File: src/rtl/alu1_sweep_driver_pkg.sv
// Shared constants and FSM encoding for the alu1 opcode sweep driver and its bench.
package alu1_sweep_driver_pkg;

  localparam int SEL_W       = 2;
  localparam int NUM_OPS_DEF = 4;

  typedef enum logic [1:0] {
    ST_IDLE = 2'd0,
    ST_RUN  = 2'd1,
    ST_SEND = 2'd2
  } state_t;

endpackage

File: src/rtl/alu1_sweep_driver_res_buf.sv
// Result buffer: one RES_W register per swept opcode. Write is synchronous, read is combinational.
// Clearing on reset means a discarded sweep never leaks stale results.
module alu1_res_buf
  import alu1_sweep_driver_pkg::*;
#(
  parameter int DEPTH = NUM_OPS_DEF,
  parameter int W     = 8
) (
  input  logic             clk,
  input  logic             rst,
  input  logic             wr_en,
  input  logic [SEL_W-1:0] wr_idx,
  input  logic [W-1:0]     wr_dat,
  input  logic [SEL_W-1:0] rd_idx,
  output logic [W-1:0]     rd_dat
);

  logic [W-1:0] mem [DEPTH];

  always_ff @(posedge clk) begin
    if (rst) begin
      for (int i = 0; i < DEPTH; i++) mem[i] <= '0;
    end else if (wr_en) begin
      mem[wr_idx] <= wr_dat;
    end
  end

  assign rd_dat = mem[rd_idx];

endmodule

File: src/rtl/alu1_sweep_driver.sv
// Sweeps every alu1 opcode over one latched operand pair, buffers the results, then streams them out.
// The first result is valid NUM_OPS cycles after acceptance. res_ready low holds the current result.
module alu1_sweep_driver
  import alu1_sweep_driver_pkg::*;
#(
  parameter int OP_W    = 4,
  parameter int RES_W   = 8,
  parameter int NUM_OPS = NUM_OPS_DEF
) (
  input  logic             clk,
  input  logic             rst,
  input  logic             cmd_valid,
  output logic             cmd_ready,
  input  logic [OP_W-1:0]  cmd_a,
  input  logic [OP_W-1:0]  cmd_b,
  output logic [SEL_W-1:0] alu_sel,
  output logic [OP_W-1:0]  alu_a,
  output logic [OP_W-1:0]  alu_b,
  input  logic [RES_W-1:0] alu_out,
  output logic             res_valid,
  input  logic             res_ready,
  output logic [SEL_W-1:0] res_sel,
  output logic [RES_W-1:0] res_data,
  output logic             busy
);

  localparam logic [SEL_W-1:0] LAST = SEL_W'(NUM_OPS - 1);

  state_t           state, state_nxt;
  logic [SEL_W-1:0] cnt, cnt_nxt;
  logic [OP_W-1:0]  opa, opb;
  logic             cap_en;
  logic             last;
  logic [RES_W-1:0] buf_rd;

  assign last = (cnt == LAST);

  always_ff @(posedge clk) begin
    if (rst) begin
      state <= ST_IDLE;
      cnt   <= '0;
      opa   <= '0;
      opb   <= '0;
    end else begin
      state <= state_nxt;
      cnt   <= cnt_nxt;
      if (state == ST_IDLE && cmd_valid) begin
        opa <= cmd_a;
        opb <= cmd_b;
      end
    end
  end

  always_comb begin
    state_nxt = state;
    cnt_nxt   = cnt;
    cmd_ready = 1'b0;
    res_valid = 1'b0;
    res_sel   = '0;
    res_data  = '0;
    alu_sel   = '0;
    alu_a     = '0;
    alu_b     = '0;
    cap_en    = 1'b0;
    busy      = 1'b1;
    case (state)
      ST_IDLE: begin
        cmd_ready = 1'b1;
        busy      = 1'b0;
        if (cmd_valid) begin
          cnt_nxt   = '0;
          state_nxt = ST_RUN;
        end
      end
      ST_RUN: begin
        alu_sel = cnt;
        alu_a   = opa;
        alu_b   = opb;
        cap_en  = 1'b1;
        if (last) begin
          cnt_nxt   = '0;
          state_nxt = ST_SEND;
        end else begin
          cnt_nxt = cnt + 1'b1;
        end
      end
      ST_SEND: begin
        res_valid = 1'b1;
        res_sel   = cnt;
        res_data  = buf_rd;
        if (res_ready) begin
          if (last) begin
            cnt_nxt   = '0;
            state_nxt = ST_IDLE;
          end else begin
            cnt_nxt = cnt + 1'b1;
          end
        end
      end
      default: begin
        cnt_nxt   = '0;
        state_nxt = ST_IDLE;
      end
    endcase
  end

  alu1_res_buf #(
    .DEPTH (NUM_OPS),
    .W     (RES_W)
  ) u_res_buf (
    .clk    (clk),
    .rst    (rst),
    .wr_en  (cap_en),
    .wr_idx (cnt),
    .wr_dat (alu_out),
    .rd_idx (cnt),
    .rd_dat (buf_rd)
  );

endmodule
File: config.mk
export PLATFORM = sky130hd
export DESIGN_NAME = alu1_sweep_driver
export DESIGN_NICKNAME = d
export VERILOG_FILES = /design/src/rtl/alu1_sweep_driver_pkg.sv /design/src/rtl/alu1_sweep_driver_res_buf.sv /design/src/rtl/alu1_sweep_driver.sv
export SDC_FILE = /design/constraint.sdc
export NUM_CORES = 1
export LEC_CHECK = 0
export ABC_AREA = 1
export CORE_ASPECT_RATIO = 0.75
export CORE_UTILIZATION = 51
export CTS_CLUSTER_DIAMETER = 80
export DETAILED_ROUTE_END_ITERATION = 16
export GPL_TIMING_DRIVEN = 0
export PLACE_DENSITY = 0.87
export SETUP_SLACK_MARGIN = 0.1
export SYNTH_ARGS = -nofsm -noshare
export SYNTH_HDL_FRONTEND = slang
export SYNTH_SLANG_ARGS = --single-unit
File: constraint.sdc
create_clock -name clk -period 2.51 [get_ports clk]
set_clock_uncertainty 0.15 [all_clocks]
set_input_delay 0.502 -clock clk [delete_from_list [all_inputs] [get_ports clk]]
set_output_delay 0.502 -clock clk [all_outputs]
set_load 0.02 [all_outputs]
==> qor.csv <==
stage,metric,value,unit
synthesis,Yosys cell types,21,
place,gp weighted congestion,0.8204,
worst_hold_path,Worst Hold Class,reg2reg,
global_routing,first-pass GRT wire length,7058,um
synthesis,"Seq/Total Area, Yosys",56.82,%
routing,Pre-antenna DRT Iters,4,
synthesis,Synth Area in Adders,3.436,%
floorplan,FP Rows,20,
finish,Non-Filler Instances,355,
routing,antenna-violating nets left,0,
cts,CTS Sinks,46,
worst_setup_path,Worst EP required,1.86,ns
timing,Final period util,93.46,%
synthesis,most common flop cell mapped by yosys,edfxtp_1,
synthesis,post-synth top area share,43.99,%
finish,Ant. Diodes,0,
synthesis,largest area contributor in the netlist,edfxtp_1,
cts,CTS tree,done,
synthesis,simple-gate share of the synthesized area,22.34,%
global_routing,largest net degree at the start of global routing,16,
routing,drt wl/cell,12.66,um
synthesis,synthesized area,2185,sq um
global_routing,Congestion Overflow GR,0,
timing,# setup viols final,0,
synthesis,Synth Area per Inst,8.738,sq um
synthesis,"Async S/R FF share, synth",0,%
synthesis,Syn Nets,276,
finish,nets,325,
cts,H-tree Lvls,2,
place,dpl ws,-0.1357,ns
worst_setup_path,Crit Path Max Fanout,7,
floorplan,Die W,77.58,um
place,dpl hpwl,3261,um
synthesis,most frequent cells after synthesis,"81 x nor2_1, 32 x edfxtp_1, 32 x inv_1",
power,PD cells,917.3,nW/um^2
routing,Post-Route WL,4495,um
power,Pleak,1.284,nW
floorplan,io pins,43,
cts,Post-CTS Hold Buffers,0,
worst_setup_path,Worst setup EP type,primary output,
worst_setup_path,Setup CP Type,reg2out,
timing,Fmax,426.3,MHz
synthesis,most common cell in the netlist,nor2_1,
run_status,status,finished clean,
timing,worst setup margin,0.1642,ns
place,Inst Count DP,347,
power,Worst IR Drop VDD,0.5944,mV
synthesis,Synth Register Bits,46,
flow_run,Max-Cap Viols,0,
timing,"Hold Vio Cnt, Final",0,
global_routing,vias in the first global route,1604,
cts,CTS root buffer,clkbuf_8,
floorplan,Initial Utilization,53.56,%
synthesis,ranking of synthesized cells by area,"edfxtp_1 44%, nor2_1 14%, dfxtp_1 13%, inv_1 5.5%, nand2_1 4.0%",
cts,cts bufs inserted,5,
timing,fin. max-slew vios,0,
finish,P&R area growth vs syn,24.86,%
global_routing,GRT Total Usage,21.03,%
synthesis,Gate Count Post-Synth,250,
cts,"Reg clk slew, reported paths",0.09,ns
worst_setup_path,Startpoint Class,flop,
cts,Max clock buf depth,2,
routing,DRC viols,0,
worst_setup_path,critical path data arrival time,1.69,ns
synthesis,Syn. warnings,0,
timing,Slew HR,28.28,%
synthesis,multiplexer share of the synthesized area,0,%
place,PortBufs,42,
timing,unrepaired setup endpoints after global routing,yes,
floorplan,core outline area,4079,sq um
synthesis,post-synthesis compound-gate area fraction,8.591,%
routing,DR vias/cell,5.014,
timing,Final Critical Period,2.346,ns
global_routing,initial antenna violation count,0,
floorplan,DIE AREA,4552,sq um
cts,clk_lat worst skew,0.30,ns
power,post-layout power,2.502,mW
timing,post-route setup TNS,0,ns
synthesis,largest family of logic cells by synthesized area,simple AND/OR/NAND/NOR gates,
synthesis,XOR/XNOR share of the synthesized area,0,%
routing,vias,1780,
timing,slew of the pin with the lowest slew margin,1.065,ns
finish,layout cells sized above 1,11.00,%
floorplan,die height,58.68,um
synthesis,Post-synth EDFFs,32,
routing,Initial DRC Count,105,
[cells in the final DEF, fill, tap and decap left out, drive strengths merged, types with 2 or more instances in the layout]
| cell type | count |
|---|---|
| clkdlybuf4s50 | 21 |
| o21ai | 27 |
| dlymetal6s2s | 2 |
| nand2 | 27 |
| ha | 6 |
| a21oi | 9 |
| dfxtp | 14 |
| clkinv | 2 |
| inv | 34 |
| edfxtp | 32 |
| dlygate4sd2 | 9 |
| nor2 | 82 |
| buf | 7 |
| nor3 | 8 |
| nand3 | 2 |
| clkbuf | 14 |
[logic make-up (layout without fill, tap and decap cells)]
logic type               after synthesis  count (layout)
adder cells (fa/ha/maj)                6               6
AND/OR/NAND/NOR                      120             120
buffers and inverters                 41              91
AO/OA/AOI/OAI                         37              37
flip-flops                            46              46
[path summary, 6_finish.rpt]
| path | from | endpoint | slack (ns) | cells after the start |
|---|---|---|---|---|
| worst min-delay path | opb[3] | opb[3] | 0.34 | 2 |
| worst min register to register | opb[3] | opb[3] | 0.34 | 2 |
| worst max register to register | state[1] | u_res_buf.mem[2][2] | 0.33 | 4 |
| worst max-delay path | state[0] | res_valid | 0.16 | 3 |
[power by group]
group          internal [mW]  total (mW)  switching [mW]  leakage [nW]
combinational          0.375        1.02           0.642         0.793
sequential             0.958        1.04          0.0815         0.447
clock                  0.196       0.445           0.250        0.0441
[layout make-up]
class	instances	area, sq um
Inverter	34	127.6
Clock inverter	3	21.27
Multi-Input combinational cell	163	765.7
Buffer	7	65.06
Tap cell	55	68.82
Clock buffer	5	68.82
Sequential cell	46	1241
Timing Repair Buffer	42	369.1
Fill cell	330	1351
[worst max-delay path: stages (launching register included)]
cell             delay, ns
dfxtp_1               0.38
inv_1                 0.14
ha_2                  0.26
clkdlybuf4s50_1       0.62
[metal layers]
layer  global-route usage (%)  vias up  wire length [um]
met1                    25.69      824              2013
met2                    36.66       56              2149
li1                         -      894                 -
met4                    10.51        0                58
met3                    3.721        6               274
met5                        0        -                 0
[state kept, by name, summed over array words and instances (netlist names), named ones only]
register       flops
u_res_buf.mem     32
opa                4
opb                4
cnt                2
state              2
[what timing repair did]
item / CTS / global route
setup buffers: 0 / 0
gates resized for setup: 21 / 23
endpoints found under the hold margin: 0 / 0
endpoints found under the setup margin: 28 / 25
[metrics by stage]
stage | area [sq um] | utilization (%) | hold WS [ns]
after detailed placement | 2674 | 65.55 | 0.3234
after CTS | 2745 | 67.30 | 0.3422
after floorplan | 2185 | - | 0.3049
after global placement | 2674 | 65.55 | 0.3125
final | 2728 | 66.87 | 0.3371
after global routing | 2728 | 66.87 | 0.3693
Note: power is estimated with default switching activity, not from simulation.
